==> config.mk <==
export PLATFORM = sky130hd
export DESIGN_NAME = note_detector
export DESIGN_NICKNAME = d
export VERILOG_FILES = /design/src/rtl/note_pkg.sv /design/src/rtl/note_period_lut.sv /design/src/rtl/note_detector.sv
export SDC_FILE = /design/constraint.sdc
export NUM_CORES = 1
export LEC_CHECK = 0
export CAP_MARGIN = 20
export CORE_MARGIN = 4
export CORE_UTILIZATION = 55
export DETAILED_ROUTE_END_ITERATION = 7
export DONT_BUFFER_PORTS = 1
export GPL_TIMING_DRIVEN = 0
export PLACE_DENSITY_LB_ADDON = 0.1
export SLEW_MARGIN = 20
export SYNTH_ARGS = -nofsm -noshare
export SYNTH_HDL_FRONTEND = slang
export SYNTH_SLANG_ARGS = --single-unit
==> constraint.sdc <==
create_clock -name clk -period 3.25 [get_ports clk]
set_clock_uncertainty 0.1 [all_clocks]
set_input_delay 0.65 -clock clk [delete_from_list [all_inputs] [get_ports clk]]
set_output_delay 0.65 -clock clk [all_outputs]
set_load 0.03 [all_outputs]
==> src/rtl/note_pkg.sv <==
// Shared note definitions: note codes, frequency table and period helpers for the tone path.
// Pure elaboration-time content; no latency and no flow control.
package note_pkg;

  typedef enum logic [3:0] {
    NOTE_NONE = 4'd0,
    NOTE_B4,
    NOTE_C5,
    NOTE_DS5,
    NOTE_E5,
    NOTE_F5,
    NOTE_FS5,
    NOTE_G5,
    NOTE_GS5,
    NOTE_A5,
    NOTE_B5,
    NOTE_C6,
    NOTE_E6,
    NOTE_G6
  } note_e;

  localparam int NUM_NOTES = 13;

  typedef enum logic [1:0] {
    ST_SILENT,
    ST_ACQUIRE,
    ST_LOCKED
  } det_state_e;

  // Integer Hz per note code; the music player's tone table reads the same values.
  function automatic int unsigned note_hz(input logic [3:0] code);
    case (code)
      4'd1:    return 493;
      4'd2:    return 523;
      4'd3:    return 622;
      4'd4:    return 659;
      4'd5:    return 698;
      4'd6:    return 740;
      4'd7:    return 784;
      4'd8:    return 831;
      4'd9:    return 880;
      4'd10:   return 987;
      4'd11:   return 1046;
      4'd12:   return 1318;
      4'd13:   return 1568;
      default: return 0;
    endcase
  endfunction

  function automatic int unsigned note_period(input int unsigned clk_hz, input logic [3:0] code);
    int unsigned hz;
    hz = note_hz(code);
    if (hz == 0) return 0;
    return clk_hz / hz;
  endfunction

  // Toggle interval used by sound_generator to synthesise the square wave.
  function automatic int unsigned note_half_period(input int unsigned clk_hz, input logic [3:0] code);
    return note_period(clk_hz, code) / 2;
  endfunction

endpackage

==> src/rtl/note_period_lut.sv <==
// Combinational period -> note code classifier with +/- nom/64 tolerance window per note.
// Zero latency (registered by the parent); no flow control.
module note_period_lut
  import note_pkg::*;
#(
  parameter int unsigned CLK_HZ         = 100_000_000,
  parameter int          PERIOD_W       = 22,
  parameter int unsigned TIMEOUT_CYCLES = 2_097_152
) (
  input  logic [PERIOD_W-1:0] meas,
  output logic [3:0]          code
);

  localparam logic [PERIOD_W-1:0] TIMEOUT = PERIOD_W'(TIMEOUT_CYCLES);

  logic [NUM_NOTES:1] hit;

  for (genvar c = 1; c <= NUM_NOTES; c++) begin : g_code
    localparam int unsigned NOM = note_period(CLK_HZ, 4'(c));
    localparam int unsigned TOL = NOM >> 6;
    localparam logic [PERIOD_W-1:0] LO = PERIOD_W'(NOM - TOL);
    localparam logic [PERIOD_W-1:0] HI = PERIOD_W'(NOM + TOL);
    assign hit[c] = (meas >= LO) && (meas <= HI);
  end

  // Windows never overlap, so at most one hit bit is set.
  always_comb begin
    code = NOTE_NONE;
    if (meas < TIMEOUT) begin
      for (int c = 1; c <= NUM_NOTES; c++) begin
        if (hit[c]) code = 4'(c);
      end
    end
  end

endmodule

==> src/rtl/note_detector.sv <==
// Measures the period of an async square wave and decodes it to a song note with hysteresis and silence timeout.
// Latency: tone_in rise -> note/note_change 5 clk; no backpressure, outputs are free-running levels/strobes.
module note_detector
  import note_pkg::*;
#(
  parameter int unsigned CLK_HZ         = 100_000_000,
  parameter int          PERIOD_W       = 22,
  parameter int          STABLE_COUNT   = 3,
  parameter int unsigned TIMEOUT_CYCLES = 2_097_152
) (
  input  logic                clk,
  input  logic                reset,
  input  logic                tone_in,
  output logic [3:0]          note,
  output logic                note_valid,
  output logic                note_change,
  output logic [PERIOD_W-1:0] period
);

  localparam logic [PERIOD_W-1:0] TIMEOUT = PERIOD_W'(TIMEOUT_CYCLES);
  localparam int                  MC_W    = $clog2(STABLE_COUNT + 1);
  localparam logic [MC_W-1:0]     MC_MAX  = MC_W'(STABLE_COUNT);

  logic                sync1, sync2, sync3;
  logic                rise;
  logic [PERIOD_W-1:0] count;
  logic [PERIOD_W-1:0] meas;
  logic                at_timeout;
  logic [3:0]          lut_code;
  logic [3:0]          cand;
  logic                cand_vld;

  det_state_e          state, state_next;
  logic [3:0]          note_next;
  logic                change_next;
  logic [MC_W-1:0]     match_cnt, mc_next;
  logic [3:0]          prev_cand, prev_next;

  assign meas       = count + PERIOD_W'(1);
  assign at_timeout = (count == TIMEOUT);
  assign note_valid = (note != NOTE_NONE);

  note_period_lut #(
    .CLK_HZ        (CLK_HZ),
    .PERIOD_W      (PERIOD_W),
    .TIMEOUT_CYCLES(TIMEOUT_CYCLES)
  ) u_lut (
    .meas(meas),
    .code(lut_code)
  );

  // Input path, period counter and candidate register.
  always_ff @(posedge clk) begin
    if (reset) begin
      sync1    <= 1'b0;
      sync2    <= 1'b0;
      sync3    <= 1'b0;
      rise     <= 1'b0;
      count    <= '0;
      cand     <= NOTE_NONE;
      cand_vld <= 1'b0;
      period   <= '0;
    end else begin
      sync1    <= tone_in;
      sync2    <= sync1;
      sync3    <= sync2;
      rise     <= sync2 & ~sync3;
      cand_vld <= rise && (state != ST_SILENT);
      if (rise) begin
        count <= '0;
      end else if (!at_timeout) begin
        count <= count + PERIOD_W'(1);
      end
      // The first edge out of silence only opens the measurement window.
      if (rise && (state != ST_SILENT)) begin
        period <= meas;
        cand   <= lut_code;
      end
    end
  end

  always_ff @(posedge clk) begin
    if (reset) begin
      state       <= ST_SILENT;
      note        <= NOTE_NONE;
      note_change <= 1'b0;
      match_cnt   <= '0;
      prev_cand   <= NOTE_NONE;
    end else begin
      state       <= state_next;
      note        <= note_next;
      note_change <= change_next;
      match_cnt   <= mc_next;
      prev_cand   <= prev_next;
    end
  end

  always_comb begin
    state_next  = state;
    note_next   = note;
    change_next = 1'b0;
    mc_next     = match_cnt;
    prev_next   = prev_cand;

    // An edge arriving on the timeout cycle takes precedence over silence.
    if (rise) begin
      if (state == ST_SILENT) state_next = ST_ACQUIRE;
    end else if (at_timeout) begin
      state_next  = ST_SILENT;
      note_next   = NOTE_NONE;
      mc_next     = '0;
      change_next = (note != NOTE_NONE);
    end

    if (cand_vld) begin
      if (cand == prev_cand) begin
        mc_next = (match_cnt == MC_MAX) ? MC_MAX : match_cnt + MC_W'(1);
      end else begin
        mc_next   = MC_W'(1);
        prev_next = cand;
      end
      if ((mc_next >= MC_MAX) && (cand != note)) begin
        note_next   = cand;
        change_next = 1'b1;
      end
      state_next = (cand != NOTE_NONE) ? ST_LOCKED : ST_ACQUIRE;
    end
  end

endmodule

======== Yosys cells after proc, flatten, opt, wreduce, memory -nomap -nowiden ========
Index checks and enable logic that the tools add are counted.
storage, ports and cells
  flip-flop bits (word level) ............. 66
  bits in latches ......................... 0
  bits in writable memories ............... 0
  bits in read-only memories .............. 0
  bits of input ports ..................... 3
  word-level logic and storage cells ...... 109
  memories kept ........................... 0
operators by class
  add/subtract/negate cells ............... 2
  $mul .................................... 0
  divide/modulo/power cells ............... 0
  magnitude comparators ................... 28
  equal/unequal tests ..................... 6
  shifts and indexed selects .............. 0
  mux-type cells .......................... 32
  bitwise gates (word level) .............. 3
  reduce and logical (&&, ||, !) cells .... 25
operator list
  cell                   number
  $ge 22x17->1 const B   6
  $ge 22x18->1 const B   6
  $le 22x17->1 const B   6
  $le 22x18->1 const B   6
  $mux 4                 11
  $mux 2                 12
  $add 22x1->22 const B  1
  $eq 22x22->1 const B   1
  $ge 22x16->1 const B   1
  $le 22x16->1 const B   1
  $lt 22x22->1 const B   1
  $logic_and 1x1->1      15
  $mux 3                 4
  $reduce_bool 4->1      2
  $reduce_and 2->1       3
  $mux 1                 5
  $eq 4x4->1             1
  $ne 4x4->1             1
  $reduce_bool 2->1      2
  $ne 3x1->1 const B     1
  $reduce_bool 3->1      1
  $add 2x1->2 const B    1
  $eq 2x2->1 const B     1
  $ge 2x2->1 const B     1
  5 further kinds        6

======== Longest topological paths before layout ========
Gate-level depths: netlist of the first run.
  depth after elaboration ................. 17
  mapped depth ............................ 12
  depth with buffers taken out ............ 10

======== By module ========
A second synthesis of the first run with hierarchy kept.
unflattened totals
  cells, all modules ...................... 577
  area total of the unflattened synthesis .. 4394.2 um^2
modules (own cells, without submodules)
  module           instances  cells each  area an instance (um^2)  seq. area each (um^2)
  note_detector    1          335         2866.5                   1321.3
  note_period_lut  1          242         1527.7                   0.0

======== Worst setup path after synthesis of the first run ========
Ideal clock, no wire load.
  path type ............................... flip-flop to flip-flop
  start ................................... register count[0]
  end ..................................... register count[13]
  data arrival time ....................... 2.705 ns
  required time ........................... 3.011 ns
  slack ................................... 0.306 ns
  cell stages (with the launch flop) ...... 12
  path through ............................ dfxtp_1 -> buf_2 -> clkbuf_1 -> inv_1 -> ha_1 -> nand2_1 -> or4_1 -> nor4_1 -> or3_1 -> clkbuf_1 -> buf_1 -> nor2_1
between the ends
  cells in the longest elaborated chain, start to end .. 1
ends and longest elaborated chain
  item                                                  RTL line                                  text
  start: declaration                                    note_detector.sv:26                       logic [PERIOD_W-1:0] count;
  start signal: assignment                              note_detector.sv:72                       count <= count + PERIOD_W'(1);
  $add 22x1->22 / $eq 22x22->1 (equally long branches)  note_detector.sv:72, note_detector.sv:40
Several ways; a longest one is shown, not always the timed one.
A chain may end at the register's enable or synchronous reset.

======== Worst setup path after layout of the first run ========
  start ................................... register count[6]
  end ..................................... register cand[2]
between the ends
  cells in the longest elaborated chain, start to end .. 14
ends and longest elaborated chain
  item                                                 RTL line               text
  $add 22x1->22 *                                      note_detector.sv:39    assign meas = count + PERIOD_W'(1);
  $ge 22x18->1 / $le 22x18->1 (equally long branches)  note_period_lut.sv:23  assign hit[c] = (meas >= LO) && (meas <= HI);
  $logic_and 1x1->1                                    note_period_lut.sv:23
  $mux 3 (4 in series)                                 note_period_lut.sv:31  if (hit[c]) code = 4'(c);
  $mux 4 (6 in series)                                 note_period_lut.sv:31
  $mux 4 *                                             note_period_lut.sv:29  if (meas < TIMEOUT) begin
  end signal: assignment                               note_detector.sv:77    cand <= lut_code;
  end: declaration                                     note_detector.sv:30    logic [3:0] cand;
Mark *: on every way between the ends. The rest lies on a longest branch, timed or not.

==> results of run 1 <==
[report_power, final]
group          total, mW  internal, mW  switching [mW]  leakage [nW]
combinational      0.156        0.0461           0.109          1.37
sequential         0.825         0.816         0.00921         0.534
clock              0.682         0.352           0.330        0.0893
total               1.66          1.21           0.449          2.00
[cell type report]
type | count | area (sq um) | area share
Multi-Input combinational cell | 538 | 3860 | 0.655
Sequential cell | 66 | 1320 | 0.225
Buffer | 54 | 268 | 0.0455
Tap cell | 108 | 135 | 0.0229
Clock buffer | 11 | 131 | 0.0223
Timing Repair Buffer | 8 | 60.1 | 0.0102
Inverter | 15 | 56.3 | 0.00956
Clock inverter | 5 | 55.1 | 0.00935
[logic make-up after synthesis]
logic type	synth area share
simple gates	0.312
fa+ha+maj	0.0124
compound gates	0.271
mux	0.0159
buf+inv	0.0576
flops	0.262
xor+xnor	0.0692
[cells in the final DEF (no fill, tap or decap), drive strengths merged, types with 20 or more instances in the layout]
cell     n
a211oi  39
a21oi   26
buf     24
clkbuf  49
dfxtp   66
nand2   52
nand3   23
nand4   23
nor2    90
nor4    20
xnor2   26
[registers in the layout (all words and copies together) (netlist names)]
signal,count
sync3,1
match_cnt,2
cand_vld,1
note,4
state,2
note_change,1
sync1,1
rise,1
prev_cand,4
period,22
sync2,1
cand,4
count,22
[critical path: cells and delay by family (launching register included)]
family | cells | cell delay (ns)
simple gates | 3 | 0.83
compound gates | 5 | 1.26
flops | 1 | 0.30
buf+inv | 3 | 0.65
[worst max path at each step]
stage,start,endpoint,depth (start not counted)
final,count[6],cand[2],11
after global routing,count[2],cand[1],10
after CTS,count[1],cand[1],9
after detailed placement,count[0],count[6],11
after global placement,count[0],count[11],11
after floorplan,count[0],count[13],11
[routing by layer]
layer / vias to the layer above / wire length, microns
met2: 472 / 9140
met4: 0 / 1140
li1: 2577 / -
met1: 2764 / 7850
met5: - / 0
met3: 125 / 2200
[cell usage after synthesis, types with 4 or more instances]
library cell   n
a21boi_0       4
buf_2         15
nand3b_1       4
clkbuf_1      34
a21o_1         5
nor2_1        90
or4_1          5
a22oi_1        9
a21oi_1       26
or3_1          7
and2_1        11
ha_1           5
o41ai_1        5
mux2i_1        8
nor4_1        18
a211oi_1      38
o31ai_1        7
o32ai_1        4
dfxtp_1       66
buf_1          5
nand3_1       22
nand2_1       52
o21ai_0       18
inv_1         15
nand4_1       21
xor2_1        12
nand2b_1       7
nor3_1        19
xnor2_1       26
o211ai_1      11
nor2b_1        7
a2111oi_0      4
and3_1         7
a31oi_1       11
o2111ai_1      7
and4_1         6
[timing repair]
action	CTS	global route
setup endpoints to repair	24	7
pin swaps	3	5
resized for setup	50	51
setup buffers	3	4
[through the flow]
stage	instances	util	setup WS, ns	instance area [sq um]
detailed placement	784	0.590	-0.687	5190
global placement	783	0.588	-1.08	5180
floorplan	675	-	0.306	5040
CTS	801	0.639	0.0102	5630
global route	805	0.669	-0.179	5890
finish	805	0.669	-0.0185	5890
==> summary.md, run 1 <==
| Metric | Value |
|---|---|
| Met1 GRT Util | `0.475` |
| Setup_tns | `-0.0321 ns` |
| Syn nets | `roughly 680` |
| Reg2Reg Setup Slack | `-0.02 ns` |
| Inserted Clock Buffers | `9` |
| CTS tree | `done` |
| Largest net degree at the start of global routing | `20` |
| Fin. Hold Viols | `0` |
| Ratio of cells with drive above 1 in the final layout | `0.172` |
| Crit-path max cell delay | `approximately 0.45 ns` |
| Final net count | `700` |
| Reg2reg start | `count[6]` |
| Number of I/O port buffers | `0` |
| Crit Path Category | `flop to flop` |
| Total Routing Usage GR | `0.365` |
| DRT iter0 DRCs | `722` |
| Static leakage | `2.00 nW` |
| Vias/cell | `about 7.4` |
| GRT busiest layer | `met2` |
| Met2 Resource Use GR | `0.594` |
| Sequential share of the synthesized area | `0.262` |
| Slew @ Worst Pin | `0.958 ns` |
| Vias in the first global route | `about 5,600` |
| Outcome | `complete, but fails checks` |
| First-pass GRT wire length | `approximately 31 mm` |
| Crit-path slowest cell | `a31oi_1` |
| Remaining antenna violation count | `0` |
| Worst hold-check path type | `flop to flop` |
| CP Launch Type | `flop` |
| Root Driver | `clkbuf_8` |
| GPL Wtd Cong | `1.05` |
| Cells after Synth | `675` |
| Starting Density | `0.573` |
| Final setup vio count | `2` |
| Critical path fanouts, max | `10` |
| Arr. time, crit path | `around 3.4 ns` |
| Ranking of synthesized cells by area | `dfxtp_1 (26%), nor2_1 (6.7%), a211oi_1 (5.7%)` |
| Area growth from synthesis to layout | `16.8%` |
| VDD IR max | `0.187 mV` |
| Die Y | `104 microns` |
| Flops & latches, synth | `66` |
| Synthesized area | `5040 sq um` |
| PD cells | `282 nW/um^2` |
| Met3 usage | `0.0690` |
| CP Capture Type | `flop` |
| FP Rows | `34` |
| Top FF cell, synth | `dfxtp_1` |
| Sink Count | `66` |
| Die X | `104 microns` |
| Synth top area share | `0.262` |
| # hold bufs at CTS | `0` |
| Tmin final | `around 3.3 ns` |
| TritonRoute pass-1 iters | `5` |
| Hold Path End | `rise` |
| Max-slew violations | `0` |
| Number of enable flip-flop cells after synthesis | `0` |
| Die area | `10,800 sq um` |
| Worst skew pair latency | `0.35 ns` |
| FILL cells | `between 700 and 800` |
| Synth area leader | `dfxtp_1` |
| Reg-to-Reg End | `cand[2]` |
| Clock buffer depth | `2` |
| Max cap viols | `0` |
| Hold_sp | `sync3` |
| Max Clk Rate | `just over 0.3 GHz` |
| Synth Area per Inst | `7.47 sq um` |
| Worst path cell trace | `buf_4 > and4_1 > buf_2 > a31oi_1 > or2_1 > clkbuf_4 > a31oi_1 > a211oi_2 > o32ai_2 > nor4_1 > o211ai_1` |
| Crit share post-route | `1.01` |
| Core Area | `8810 sq um` |
| Hold Path Stages | `1` |
| Vias | `5,938` |
| WHS | `0.288 ns` |
| I/O pin cnt | `31` |
| RSZ-0062 raised after global routing | `yes` |
| Final HPWL DP | `15.0 mm` |
| Grt total ovfl | `0` |
| Total Wirelength | `a little over 20 mm` |
| Initial antenna violation count | `0` |
| Htree depth | `3` |
| DR DRC count | `0` |
| CP Data Required Time | `3.37 ns` |
| Worst Slack Setup Final | `-0.0185 ns` |
| FFs w/ async S/R, synth | `0` |
| Reg clk slew, reported paths | `0.08 ns` |
| Most used cell, CP | `a31oi_1` |
| Violated checks | `negative setup slack` |
| FF-to-FF path depth | `11` |
| Synth unique cells | `74` |
| Total number of yosys warnings | `0` |
| Slew Limit Headroom | `0.357` |
| WL per Instance | `25.3 microns` |
| Diode count | `0` |
| Tot Pwr | `1.66 mW` |
Note: power is estimated with default switching activity, not from simulation.
==> run 2, diff against run 1 <==
TNS_END_PERCENT = 5   (was default)
==> summary.md, run 2 (same netlist as run 1, synthesis figures left out) <==
| Metric | Value |
|---|---|
| Worst Slack Setup Final | `-0.211 ns (-0.192 ns)` |
| PD cells | `292 nW/um^2 (+3.4%)` |
| Tot Pwr | `1.66 mW (-0.16%)` |
| Placed cell area | `5190 sq um (unchanged)` |
| CTS tree | `done` |
| First-pass GRT wire length | `31.4 mm (-0.15%)` |
| Htree depth | `3 (unchanged)` |
| Clock buffer depth | `2 (unchanged)` |
| Die X | `104 microns (unchanged)` |
| Final net count | `696 (-0.57%)` |
| Initial antenna violation count | `0 (unchanged)` |
| Biggest regs | `count (22), period (22)` |
| Number of I/O port buffers | `0 (unchanged)` |
| WL per Instance | `25.2 microns (-0.29%)` |
| I/O pin cnt | `31 (unchanged)` |
| Total Wirelength | `20.2 mm (-0.78%)` |
| Final setup vio count | `4 (+2)` |
| CP Data Required Time | `3.37 ns (about the same)` |
| Inserted Clock Buffers | `9 (unchanged)` |
| Violated checks | `negative setup slack` |
| GPL Wtd Cong | `1.05 (unchanged)` |
| Root Driver | `clkbuf_8` |
| Die Y | `104 microns (unchanged)` |
| Vias/cell | `7.25 (-1.8%)` |
| Critical path fanouts, max | `10 (unchanged)` |
| Most common cell after layout, fill and taps aside | `nor2_1` |
| Largest net degree at the start of global routing | `20 (unchanged)` |
| Fin cells | `801 (-0.50%)` |
| # hold bufs at CTS | `0 (unchanged)` |
| Slew Limit Headroom | `0.220 (-0.137)` |
| Most frequent cells in the layout | `nor2_1 (88), dfxtp_1 (66), nand2_1 (52)` |
| Vias in the first global route | `5,579 (-0.036%)` |
| Sw Ratio | `0.271 (+0.00133)` |
| FP Rows | `34 (unchanged)` |
| DRT iter0 DRCs | `898 (+24%)` |
| CP Launch Type | `flop` |
| Final core utilization | `0.645 (-0.0233)` |
| Place WS | `-0.687 ns (unchanged)` |
| Remaining antenna violation count | `0 (unchanged)` |
| Reg power frac | `0.496 (about the same)` |
| Max cap viols | `0 (unchanged)` |
| Crit-path slowest cell | `o31ai_1` |
| Tmin final | `3.46 ns (+0.192 ns)` |
| Reg clk slew, reported paths | `0.08 ns (about the same)` |
| Static leakage | `1.89 nW (-5.5%)` |
| Worst skew pair latency | `0.36 ns (about the same)` |
| Outcome | `complete, but fails checks` |
| DR DRC count | `0 (unchanged)` |
| Grt total ovfl | `0 (unchanged)` |
| Vias | `5,805 (-2.2%)` |
| Gate power share | `0.090 (-0.004)` |
| Worst path cell trace | `buf_2 > buf_2 > inv_1 > nor4_1 > a32oi_1 > a21o_1 > o31ai_1 > o32ai_2 > nor4_1 > o211ai_1` |
| Pint | `1.21 mW (-0.34%)` |
| Area growth from synthesis to layout | `12.7%` |
| Core Area | `8810 sq um (unchanged)` |
| Clock power frac | `0.414 (+0.004)` |
| CP top delay family | `compound AO/OA/AOI/OAI gates` |
| Max-slew violations | `0 (unchanged)` |
| Fin. Hold Viols | `0 (unchanged)` |
| TritonRoute pass-1 iters | `5 (unchanged)` |
| RSZ-0062 raised after global routing | `yes` |
| Placed cells | `784 (unchanged)` |
| Starting Density | `0.573 (unchanged)` |
| Diode count | `0 (unchanged)` |
| Sink Count | `66 (unchanged)` |
| Crit share post-route | `1.06 (+0.0591)` |
| Total Routing Usage GR | `0.364 (-0.000525)` |
| CP Capture Type | `flop` |
| Design area | `5680 sq um (-3.5%)` |
| Slew @ Worst Pin | `1.16 ns (+0.205 ns)` |
| VDD IR max | `0.177 mV (-5.6%)` |
| Worst hold-check path type | `flop to flop` |
| Ratio of cells with drive above 1 in the final layout | `0.137 (-0.0351)` |
| Crit-path max cell delay | `0.56 ns (+0.11 ns)` |
| Crit path buf inv count | `3 (unchanged)` |
| Arr. time, crit path | `3.59 ns (+0.20 ns)` |
| Crit Path Category | `flop to flop` |
| Die area | `10,800 sq um (unchanged)` |
| Net Sw Power | `0.450 mW (+0.33%)` |
| Final HPWL DP | `15.0 mm (unchanged)` |
| Max Clk Rate | `0.289 GHz (-5.6%)` |
run 2: cell count changes in the layout (fill, tap and decap cells not counted), sizes merged:
cell    before  now
buf         24   25
clkbuf      49   44
run 2: worst paths after layout:
kind | cells past startpoint | slack [ns] | endpoint | startpoint
hold reg to reg | 1 | 0.29 | rise | sync3
setup reg to reg | 10 | -0.21 | cand[2] | count[2]
setup / recovery | 10 | -0.21 | cand[2] | count[2]
hold / removal | 1 | 0.29 | rise | sync3
run 2: layer usage:
| layer | global-route usage | routed length (microns) |
|---|---|---|
| met1 | 0.477 | 7760 |
| met2 | 0.591 | 9200 |
| met4 | 0.153 | 893 |
| met5 | 0 | 0 |
| met3 | 0.0665 | 2330 |
run 2: metrics by stage:
stage / TNS (ns) / hold WS (ns)
6_report: -0.697 / 0.288
5_1_grt: -0.872 / 0.305
4_1_cts: -0.0179 / 0.286
3_5_place_dp: -10.83 / 0.275
3_3_place_gp: -19.91 / 0.277
2_1_floorplan: 0 / 0.267
run 2: layout make-up:
type | count | area, sq um
plain buffers | 54 | 240
flip-flops and latches | 66 | 1320
clock inverters | 5 | 55.1
fillers | 797 | 3120
clock buffers | 11 | 131
multi-input cells | 538 | 3710
well taps | 108 | 135
repair buffers | 4 | 30.0
inverters | 15 | 56.3
run 2: power groups by stage:
| stage | sequential, mW | combinational (mW) | clock, mW |
|---|---|---|---|
| after CTS | 0.824 | 0.141 | 0.692 |
| after global routing | 0.825 | 0.159 | 0.731 |
| final | 0.824 | 0.149 | 0.687 |
| after global placement | 0.842 | 0.134 | 0 |
| after detailed placement | 0.842 | 0.135 | 0 |
| after floorplan | 0.840 | 0.0928 | 0 |
run 2: timing repair:
item                       in CTS  in global routing
pin swaps                       3                  2
gates resized for setup        48                  9
setup buffers                   2                  1
gates cloned                    0                  0
setup endpoints to repair      24                  7
==> run 3, diff against run 2 <==
CORE_UTILIZATION = 30   (was 55)
==> summary.md, run 3 (same netlist as run 1, synthesis figures left out) <==
| Metric | Value |
|---|---|
| Total Wirelength | `21.7 mm (+7.4%)` |
| Most used cell, CP | `a211oi_1` |
| Fin. Hold Viols | `0 (unchanged)` |
| Outcome | `complete, but fails checks` |
| VDD IR max | `0.236 mV (+33%)` |
| Worst hold-check path type | `flop to flop` |
| Most common cell after layout, fill and taps aside | `nor2_1` |
| Final HPWL DP | `16.7 mm (+11%)` |
| Most frequent cells in the layout | `nor2_1 (88), dfxtp_1 (65), nand2_1 (51)` |
| Critical path fanouts, max | `9 (-1)` |
| Clock buffer depth | `2 (unchanged)` |
| Final setup vio count | `1 (-3)` |
| Design area | `6080 sq um (+7.0%)` |
| Root Driver | `clkbuf_16` |
| Core Area | `16,500 sq um (+88%)` |
| CP top delay family | `simple AND/OR/NAND/NOR gates` |
| Remaining antenna violation count | `0 (unchanged)` |
| Largest net degree at the start of global routing | `20 (unchanged)` |
| Area growth from synthesis to layout | `20.6%` |
| Worst Slack Setup Final | `-0.104 ns (+0.106 ns)` |
| First-pass GRT wire length | `32.9 mm (+4.7%)` |
| CP Launch Type | `flop` |
| Htree depth | `3 (unchanged)` |
| CP Capture Type | `flop` |
| Grt total ovfl | `0 (unchanged)` |
| Worst skew pair latency | `0.35 ns (about the same)` |
| Max cap viols | `0 (unchanged)` |
| GPL Wtd Cong | `0.976 (-7.0%)` |
| Arr. time, crit path | `3.52 ns (-0.07 ns)` |
| DRT iter0 DRCs | `493 (-45%)` |
| Biggest regs | `count (22), period (22)` |
| I/O pin cnt | `31 (unchanged)` |
| Static leakage | `2.01 nW (+6.5%)` |
| Crit-path max cell delay | `0.57 ns (about the same)` |
| Sink Count | `66 (unchanged)` |
| Worst path cell trace | `ha_1 > clkbuf_4 > nand3_4 > or4_4 > a211oi_4 > nand4_1 > or4_1 > a211oi_1 > a2111oi_0 > a211oi_1` |
| Starting Density | `0.305 (-0.268)` |
| Vias/cell | `6.16 (-15%)` |
| Vias | `5,618 (-3.2%)` |
| Inserted Clock Buffers | `9 (unchanged)` |
| FILL cells | `1,769 (+120%)` |
| Tot Pwr | `1.99 mW (+20%)` |
| Crit Path Category | `flop to flop` |
| Number of I/O port buffers | `0 (unchanged)` |
| Reg clk slew, reported paths | `0.06 ns (-0.02 ns)` |
| TritonRoute pass-1 iters | `5 (unchanged)` |
| RSZ-0062 raised after global routing | `yes` |
| Crit-path slowest cell | `or4_1` |
| Final net count | `695 (-0.14%)` |
| Slew @ Worst Pin | `0.794 ns (-0.368 ns)` |
| Max-slew violations | `0 (unchanged)` |
| Violated checks | `negative setup slack` |
| Final core utilization | `0.368 (-0.277)` |
| Die Y | `138 microns (+33%)` |
| WHS | `0.296 ns (+0.00861 ns)` |
| # hold bufs at CTS | `0 (unchanged)` |
| CP Data Required Time | `3.41 ns (+0.04 ns)` |
| Diode count | `0 (unchanged)` |
| Die area | `19,000 sq um (+76%)` |
| Max Clk Rate | `0.298 GHz (+3.2%)` |
| WL per Instance | `23.8 microns (-5.6%)` |
| Crit path buf inv count | `1 (-2)` |
| CTS tree | `done` |
| DR DRC count | `0 (unchanged)` |
| Placed cell area | `5330 sq um (+2.6%)` |
| Die X | `138 microns (+33%)` |
| Total Routing Usage GR | `0.231 (-0.133)` |
| Vias in the first global route | `5,350 (-4.1%)` |
| Slew Limit Headroom | `0.466 (+0.247)` |
| Place WS | `-0.910 ns (-0.223 ns)` |
| Crit share post-route | `1.03 (-0.0326)` |
| Ratio of cells with drive above 1 in the final layout | `0.163 (+0.0262)` |
| Initial antenna violation count | `0 (unchanged)` |
| Tmin final | `3.35 ns (-0.106 ns)` |
| FP Rows | `47 (+38%)` |
| PD cells | `328 nW/um^2 (+12%)` |
==> run 3: cell count changes in the layout (fill, tap and decap cells not counted), sizes merged <==
cell,previous run,this run
buf,25,22
inv,15,17
==> run 3: worst paths after layout <==
kind / startpoint / endpoint / slack [ns] / cells after the start
setup reg to reg: count[1] / cand[1] / -0.10 / 10
hold / removal: sync3 / rise / 0.30 / 1
hold reg to reg: sync3 / rise / 0.30 / 1
setup / recovery: count[1] / cand[1] / -0.10 / 10
==> run 3: layout make-up <==
class / count / area, sq um / area share
well taps: 220 / 275 / 0.0452
repair buffers: 3 / 22.5 / 0.00370
clock inverters: 7 / 76.3 / 0.0125
multi-input cells: 538 / 3850 / 0.633
plain buffers: 54 / 253 / 0.0415
flip-flops and latches: 66 / 1320 / 0.217
inverters: 15 / 56.3 / 0.00926
clock buffers: 9 / 225 / 0.0370
==> run 3: stage by stage <==
step / std cells / setup TNS, ns
finish: 912 / -0.104
global route: 912 / -0.613
floorplan: 675 / 0
CTS: 909 / -0.503
detailed placement: 895 / -15.20
global placement: 895 / -26.07
==> run 3: repair_timing <==
action	CTS	global route
pin swaps	1	7
buffers inserted	0	3
setup endpoints to repair	29	8
resized for setup	38	51
==> run 3: layer usage <==
| metal | up-vias | share of wire | track usage |
|---|---|---|---|
| li1 | 2562 | - | - |
| met1 | 2759 | 0.43 | 0.298 |
| met2 | 243 | 0.46 | 0.368 |
| met3 | 54 | 0.072 | 0.0526 |
| met4 | 0 | 0.040 | 0.102 |
| met5 | - | 0 | 0 |
==> run 3: report_power, final <==
group | internal (mW) | switching, mW | leakage, nW
clock | 0.599 | 0.413 | 0.142
sequential | 0.816 | 0.00828 | 0.533
combinational | 0.0451 | 0.112 | 1.33
